===== src/rtl/mux_scan_pkg.sv =====
// Shared definitions for the mux16 channel scanner.
//   NUM_CH  : number of mux channels scanned per word
//   SEL_W   : width of the mux select
//   CNT_W   : width of the per-channel dwell counter
//   state_t : scanner FSM states
package mux_scan_pkg;

  localparam int NUM_CH = 16;
  localparam int SEL_W  = 4;
  localparam int CNT_W  = 4;

  typedef enum logic [1:0] {
    IDLE = 2'd0,
    SCAN = 2'd1,
    HOLD = 2'd2
  } state_t;

endpackage


===== src/rtl/mux16_scanner.sv =====
// Steps the mux16 select through channels 0..15, samples the mux output after
// SETTLE+1 cycles of dwell per channel and presents the assembled 16-bit word.
//   clk, rst_n : clock, asynchronous active-low reset
//   start      : begin a scan (only looked at in IDLE)
//   abort      : cancel scan / drop held word, highest priority
//   f_in       : mux16 output f
//   sel        : mux16 select s[3:0]
//   data       : captured word, data[k] sampled while sel == k
//   valid      : data complete and stable
//   ready      : consumer accepts data
//   busy       : FSM not in IDLE
//   dbg_state  : current FSM state
//
// Handshake: valid is high only in HOLD; the word transfers on the first
// rising edge where valid && ready. valid never drops without a transfer
// except on abort or reset, and data/sel are frozen while valid is high.
module mux16_scanner
  import mux_scan_pkg::*;
#(
  parameter int unsigned SETTLE = 0
) (
  input  logic              clk,
  input  logic              rst_n,
  input  logic              start,
  input  logic              abort,
  input  logic              f_in,
  output logic [SEL_W-1:0]  sel,
  output logic [NUM_CH-1:0] data,
  output logic              valid,
  input  logic              ready,
  output logic              busy,
  output state_t            dbg_state
);

  if (SETTLE > 15) begin : g_bad_settle
    $error("mux16_scanner: SETTLE must be in 0..15");
  end

  localparam logic [CNT_W-1:0] SETTLE_C = CNT_W'(SETTLE);
  localparam logic [SEL_W-1:0] LAST_CH  = SEL_W'(NUM_CH - 1);

  state_t              r_state;
  logic [CNT_W-1:0]    r_cnt;
  logic [SEL_W-1:0]    r_sel;
  logic [NUM_CH-1:0]   r_cap;

  state_t              w_state_nxt;
  logic [CNT_W-1:0]    w_cnt_nxt;
  logic [SEL_W-1:0]    w_sel_nxt;
  logic [NUM_CH-1:0]   w_cap_nxt;

  always_ff @(posedge clk or negedge rst_n) begin
    if (!rst_n) begin
      r_state <= IDLE;
      r_cnt   <= '0;
      r_sel   <= '0;
      r_cap   <= '0;
    end else begin
      r_state <= w_state_nxt;
      r_cnt   <= w_cnt_nxt;
      r_sel   <= w_sel_nxt;
      r_cap   <= w_cap_nxt;
    end
  end

  always_comb begin
    w_state_nxt = r_state;
    w_cnt_nxt   = r_cnt;
    w_sel_nxt   = r_sel;
    w_cap_nxt   = r_cap;
    case (r_state)
      IDLE: begin
        if (start && !abort) begin
          w_state_nxt = SCAN;
          w_cnt_nxt   = '0;
          w_sel_nxt   = '0;
          w_cap_nxt   = '0;
        end
      end
      SCAN: begin
        if (abort) begin
          // Partial capture is kept but never presented as valid.
          w_state_nxt = IDLE;
          w_cnt_nxt   = '0;
          w_sel_nxt   = '0;
        end else if (r_cnt == SETTLE_C) begin
          w_cap_nxt[r_sel] = f_in;
          w_cnt_nxt        = '0;
          if (r_sel == LAST_CH) begin
            // sel stays on the last channel; it only returns to 0 on exit.
            w_state_nxt = HOLD;
          end else begin
            w_sel_nxt = r_sel + 1'b1;
          end
        end else begin
          w_cnt_nxt = r_cnt + 1'b1;
        end
      end
      HOLD: begin
        if (abort || ready) begin
          w_state_nxt = IDLE;
          w_sel_nxt   = '0;
        end
      end
      default: begin
        w_state_nxt = IDLE;
        w_cnt_nxt   = '0;
        w_sel_nxt   = '0;
      end
    endcase
  end

  assign sel       = r_sel;
  assign data      = r_cap;
  assign valid     = (r_state == HOLD);
  assign busy      = (r_state != IDLE);
  assign dbg_state = r_state;

endmodule


===== config.mk =====
export PLATFORM = sky130hd
export DESIGN_NAME = mux16_scanner
export DESIGN_NICKNAME = d
export VERILOG_FILES = /design/src/rtl/mux_scan_pkg.sv /design/src/rtl/mux16_scanner.sv
export SDC_FILE = /design/constraint.sdc
export NUM_CORES = 1
export LEC_CHECK = 0
export ABC_CLOCK_PERIOD_IN_PS = 1900
export CAP_MARGIN = 15
export CORE_ASPECT_RATIO = 1.1
export CORE_MARGIN = 3
export CORE_UTILIZATION = 50
export CTS_CLUSTER_DIAMETER = 150
export CTS_CLUSTER_SIZE = 28
export DETAILED_ROUTE_END_ITERATION = 7
export PLACE_DENSITY = 0.78
export SLEW_MARGIN = 10
export SYNTH_ARGS = -nofsm -noshare
export SYNTH_HDL_FRONTEND = slang
export SYNTH_SLANG_ARGS = --single-unit

===== constraint.sdc =====
create_clock -name clk -period 1.9 [get_ports clk]
set_input_delay 0.57 -clock clk [delete_from_list [all_inputs] [get_ports clk]]
set_output_delay 0.57 -clock clk [all_outputs]
set_load 0.02 [all_outputs]

# Word-level counts from Yosys, hierarchy flattened
# Cells that the tools add are included.
# totals
romBits	0
mem_count	0
latchBits	0
ram_bits	0
reg_bits	26
inputBits	6
word_cells	53
output_inout_bits	24
# op_classes
div	0
reduce_logical	12
n_mul	0
magnitude_cmp	2
shift	0
eq_ne	10
muxes	22
add_sub_neg	2
bitwise_logic	1
# op_table
op	n
two-way mux 16 bit	3
one-hot mux 16 bit (2 select lines)	1
two-way mux 4 bit	7
one-hot mux 4 bit (3 select lines)	2
bitwise mux 16 bit	1
AND reduction 4 bit	3
two-way mux 2 bit	5
!= test 3 bit, second input constant	3
adder 4 x 1 -> 4 bit, second input constant	2
!= test 2 bit, second input constant	3
one-hot mux 2 bit (3 select lines)	1
less-than comparator 4 x 5 -> 1 bit, second input constant	1
demux 1 bit (select 4 bit)	1
equality test 4 bit, second input constant	1
>= comparator 4 x 1 -> 1 bit, second input constant	1
logical NOT 4 bit	1
nonzero test 2 bit	2
equality test 2 x 1 -> 1 bit, second input constant	1
equality test 2 bit, second input constant	1
logical AND 1 bit	2
logical NOT 2 bit	1
!= test 2 x 1 -> 1 bit, second input constant	1
AND reduction 2 bit	1
logical NOT 1 bit	1
3 further kinds	3

# Depth between registers and ports, before layout
# Gate-level depths: netlist of run 1.
# depth
word_depth	8
depth_mapped	7
ltp_nobuf	6

# Worst setup path before layout of run 1
# Ideal clock, no wire load.
# synth_timing
path_type	register to register
start	register r_sel[0], in the netlist sel[0]
end	register r_sel[3], in the netlist sel[3]
arrival_ns	1.522
path_slack_ns	0.260
required_time_ns	1.782
path_stages_with_launch	7
path_cell_list	dfrtp_1 ha_1 clkbuf_1 and3_1 nor3_2 and3_1 a21o_1
# synth_via
elab_chain_len	5
elab_cells_between_ends	8
# synth_lines
item	line_no	rtl
start, declared	mux16_scanner.sv:44	logic [SEL_W-1:0] r_sel;
start signal, assigned	mux16_scanner.sv:61	r_sel <= w_sel_nxt;
adder 4 x 1 -> 4 bit	mux16_scanner.sv:93	w_sel_nxt = r_sel + 1'b1;
two-way mux 4 bit	mux16_scanner.sv:89	if (r_sel == LAST_CH) begin
two-way mux 4 bit	mux16_scanner.sv:86	end else if (r_cnt == SETTLE_C) begin
two-way mux 4 bit	mux16_scanner.sv:81	if (abort) begin
one-hot mux 4 bit (3 select lines)	mux16_scanner.sv:71	case (r_state)
# Parallel ways exist; a longest one is shown, timed or not. The select of a mux whose other input is x is not followed.
# A chain may end at the register's enable or synchronous reset.

# Worst setup path in the final report of run 1
# layout_timing
start	input port abort
end	register r_sel[0], in the netlist sel[0]
# layout_via
elab_chain_len	4
elab_cells_between_ends	10
# layout_lines
item	line_no	rtl
start, declared	mux16_scanner.sv:25	input logic abort,
logical NOT 1 bit	mux16_scanner.sv:73	if (start && !abort) begin
logical AND 1 bit	mux16_scanner.sv:73	
!= test 2 bit (no source line)	n/a	
AND reduction 4 bit (no source line)	n/a	
# Parallel ways exist; a longest one is shown, timed or not.

==> results.yml, run 1 <==
run_status:
  status: "finished, final reports clean"
setup_path:
  cp_max_fo: 7
  cp.depth: 5
  crit_family: "simple AND/OR/NAND/NOR gates"
  path_cells: "clkdlybuf4s50_1, buf_4, or3b_1, nor4_1, a21o_1"
  critPathArrivalTime_ps: 2080
  reg2regPathDepth: 6
  cpMaxStageDelayCell: "clkdlybuf4s50_1"
  crit_path_start_kind: "input port"
  critPathKind: "in2reg"
  crit_buf_inv: 2
  end_kind: "flip-flop"
  cpPeakStageDelay_ps: 500
  cp.required_ps: 2170
drt:
  highest_layer: "met4"
  wl_met1_mm: 1.45
  avgRoutedWirePerCell_um: 15.3
  vias_per_cell: 5.90
  first_iter_violations: 48
  final_antenna_net_count: 0
  dr_wl_met2_mm: 1.88
  route.vias.total: 1362
  wl_mm: 3.54
  first_pass_iters: 5
  wl_met3_um: 194
  drcViolationCount: 0
timing:
  max_freq_mhz: 554
  finalCritPeriodShare: 0.951
  setup_viol: 0
  finClkSkew_ps: 4.35
  period_needed_ps: 1810
  grt_setup_unrepaired: "no"
  slew_headroom: 0.651
  worstMarginPinSlew_ps: 524
  slew_viol_final: 0
  hold_viol_final: 0
  holdWs_ps: 509
global_routing:
  grt_pass1_vias: 1279
  grt_usage: 0.201
  gr-total-overflow: 0
  grt_max_degree: 27
  grt_pass1_wl_mm: 5.93
  antenna_found_initial: 0
yosys:
  synth_top_area_share: 0.436
  synthMuxAreaShare: 0
  synth_flop_cell: "dfrtp_1"
  synth_area_sq_um: 1490
  synth_nets: 168
  syn_inst: 156
  synth_xor_area_frac: 0.00587
  synth_area_leaders: "dfrtp_1 44%, o21ai_1 5.7%, a21oi_1 5.0%"
  avgSynthCellArea_sq_um: 9.56
  synthArstFlopShare: 1.00
  synth_top_family_by_area: "compound AO/OA/AOI/OAI gates"
  synth_largest_area_cell: "dfrtp_1"
  synth_compound_area_frac: 0.268
  synth_simple_gate_area_frac: 0.188
  synth_warnings: 0
  seq_area_frac_synth: 0.436
  synth_most_common_cell: "dfrtp_1"
  synth_common_cells: "26 x dfrtp_1, 17 x o21ai_1, 15 x a21oi_1, 12 x o21ai_0, 11 x nand2_1"
  synth_seq_cells: 26
  synth_cell_types: 40
  synth_fa_ha_area_frac: 0.0503
  synth_edf_count: 0
power:
  p_leak_nw: 1.19
  vdd_drop_max_mv: 0.667
  power_density_nw_per_um2: 830
finish:
  layout.area.seq_sq_um: 651
  diodes: 0
  utilization: 0.708
  area_growth_pct: 33.0
  finish.net_count: 211
  multi_input_area_sq_um: 763
  fillerInstances: 227
  drive_above_1_share: 0.172
clock_network:
  numClockSinks: 26
  clockBufferDepth: 2
  cts-root-buf: "clkbuf_4"
  clkTransAtPathRegs_ps: 150
  cts_tree: "done"
  clock_latency_ps: 320
  numCtsBuffers: 3
  h-tree-depth: 1
floorplan:
  initial_utilization: 0.532
  ioPinCount: 30
  core_area_sq_um: 2800
  die-area_sq_um: 3670
  rows: 20
  die_w_um: 58.1
  die_h_um: 63.3
min_path:
  hold_class: "reg2reg"
  hold_depth: 2
place:
  place.gp.congestion: 0.827
  io_buffers: 29
  dp_hpwl_mm: 2.65
flow_run:
  maxCapViolCount: 0
## per-layer routing
metal | GRT usage | up-vias
li1 | - | 644
met3 | 0.0266 | 2
met2 | 0.363 | 41
met4 | 0.0406 | 0
met1 | 0.250 | 675
met5 | 0 | -
## cells in the final DEF, fill, tap and decap left out, types with 2 or more instances in the layout
master / instances
and3_1: 2
ha_1: 6
clkbuf_4: 3
o21ai_0: 12
nor2b_1: 4
o21ai_1: 17
a21o_1: 2
nor2_1: 7
a31oi_1: 3
nand2_1: 11
dlymetal6s2s_1: 16
or3b_1: 2
inv_1: 7
a21bo_1: 2
clkdlybuf4s50_1: 5
a21oi_1: 15
o41ai_1: 2
dlygate4sd2_1: 6
buf_4: 17
dfrtp_1: 26
nor3b_4: 2
nand3_1: 6
o31ai_1: 2
## where the power goes
| group | switching, mW | total, mW | internal, mW |
|---|---|---|---|
| Sequential | 0.0496 | 0.662 | 0.613 |
| Clock | 0.166 | 0.283 | 0.117 |
| Combinational | 0.405 | 0.701 | 0.296 |
| Total | 0.621 | 1.65 | 1.03 |
## cells by family (layout without fill, tap and decap cells)
kind of cell,after synthesis,after routing
adder cells (fa/ha/maj),6,6
AND/OR/NAND/NOR,44,44
XOR/XNOR,1,1
flip-flops,26,26
buffers and inverters,16,58
AO/OA/AOI/OAI,63,63
## registers in the layout (all words and copies together), names as in the netlist
| register | count |
|---|---|
| sel | 4 |
| r_cnt | 4 |
| data | 16 |
| dbg_state | 2 |
## final timing paths
check                                           end            startpoint  slack, ps
max                              sel[0]$_DFFE_PN0P_                 abort         90
min                             data[9]$_DFFE_PN0P_   data[9]$_DFFE_PN0P_        510
max reg2reg                      sel[3]$_DFFE_PN0P_  r_cnt[0]$_DFFE_PN0P_        130
min reg2reg                     data[9]$_DFFE_PN0P_   data[9]$_DFFE_PN0P_        510
max in group asynchronous  dbg_state[1]$_DFFE_PN0P_                 rst_n       1050
min in group asynchronous       data[0]$_DFFE_PN0P_                 rst_n        600
## metrics by stage
step	TNS [ps]	setup slack [ps]	total power, mW	instance area, sq um	cells
2_1_floorplan	0	260	1.09	1490	156
3_3_place_gp	-3610	-221	1.38	1910	226
3_5_place_dp	-3960	-244	1.40	1910	226
4_1_cts	0	2.25	1.66	1940	230
5_1_grt	0	23.8	1.75	1980	231
6_report	0	93.6	1.65	1980	231
## worst reg2reg max path, stage by stage (launching register included)
cell and delay (ps):
dfrtp_1 450, inv_1 80, ha_1 170, or3b_1 470, nor3_2 240, o21ai_0 100, a21o_1 180
## area by class of cell
class / count / share of cell area
tap: 33 / 0.0208
sequential: 26 / 0.328
multi-input combinational: 114 / 0.385
clock buffer: 4 / 0.0183
inverter: 7 / 0.0132
timing repair buffer: 47 / 0.235
## timing repair
action	4_1_cts	5_1_grt
hold buffers	0	0
endpoints found under the setup margin	8	18
gates resized for setup	10	18
setup buffers	0	1
(Power assumes the default switching activity.)
==> run 2, diff against run 1 <==
--- a/config.mk
+++ b/config.mk
@@ -13,6 +13,7 @@
 export CTS_CLUSTER_DIAMETER = 150
 export CTS_CLUSTER_SIZE = 28
 export DETAILED_ROUTE_END_ITERATION = 7
+export GPL_ROUTABILITY_DRIVEN = 0
 export PLACE_DENSITY = 0.78
 export SLEW_MARGIN = 10
 export SYNTH_ARGS = -nofsm -noshare
==> results of run 2 <==
Final layout, timing and power as in run 1 (identical DEF).
==> run 3, diff against run 2 <==
--- a/config.mk
+++ b/config.mk
@@ -19,3 +19,4 @@
 export SYNTH_ARGS = -nofsm -noshare
 export SYNTH_HDL_FRONTEND = slang
 export SYNTH_SLANG_ARGS = --single-unit
+export TNS_END_PERCENT = 50
==> results of run 3 <==
Final layout, timing and power as in run 1 (identical DEF).
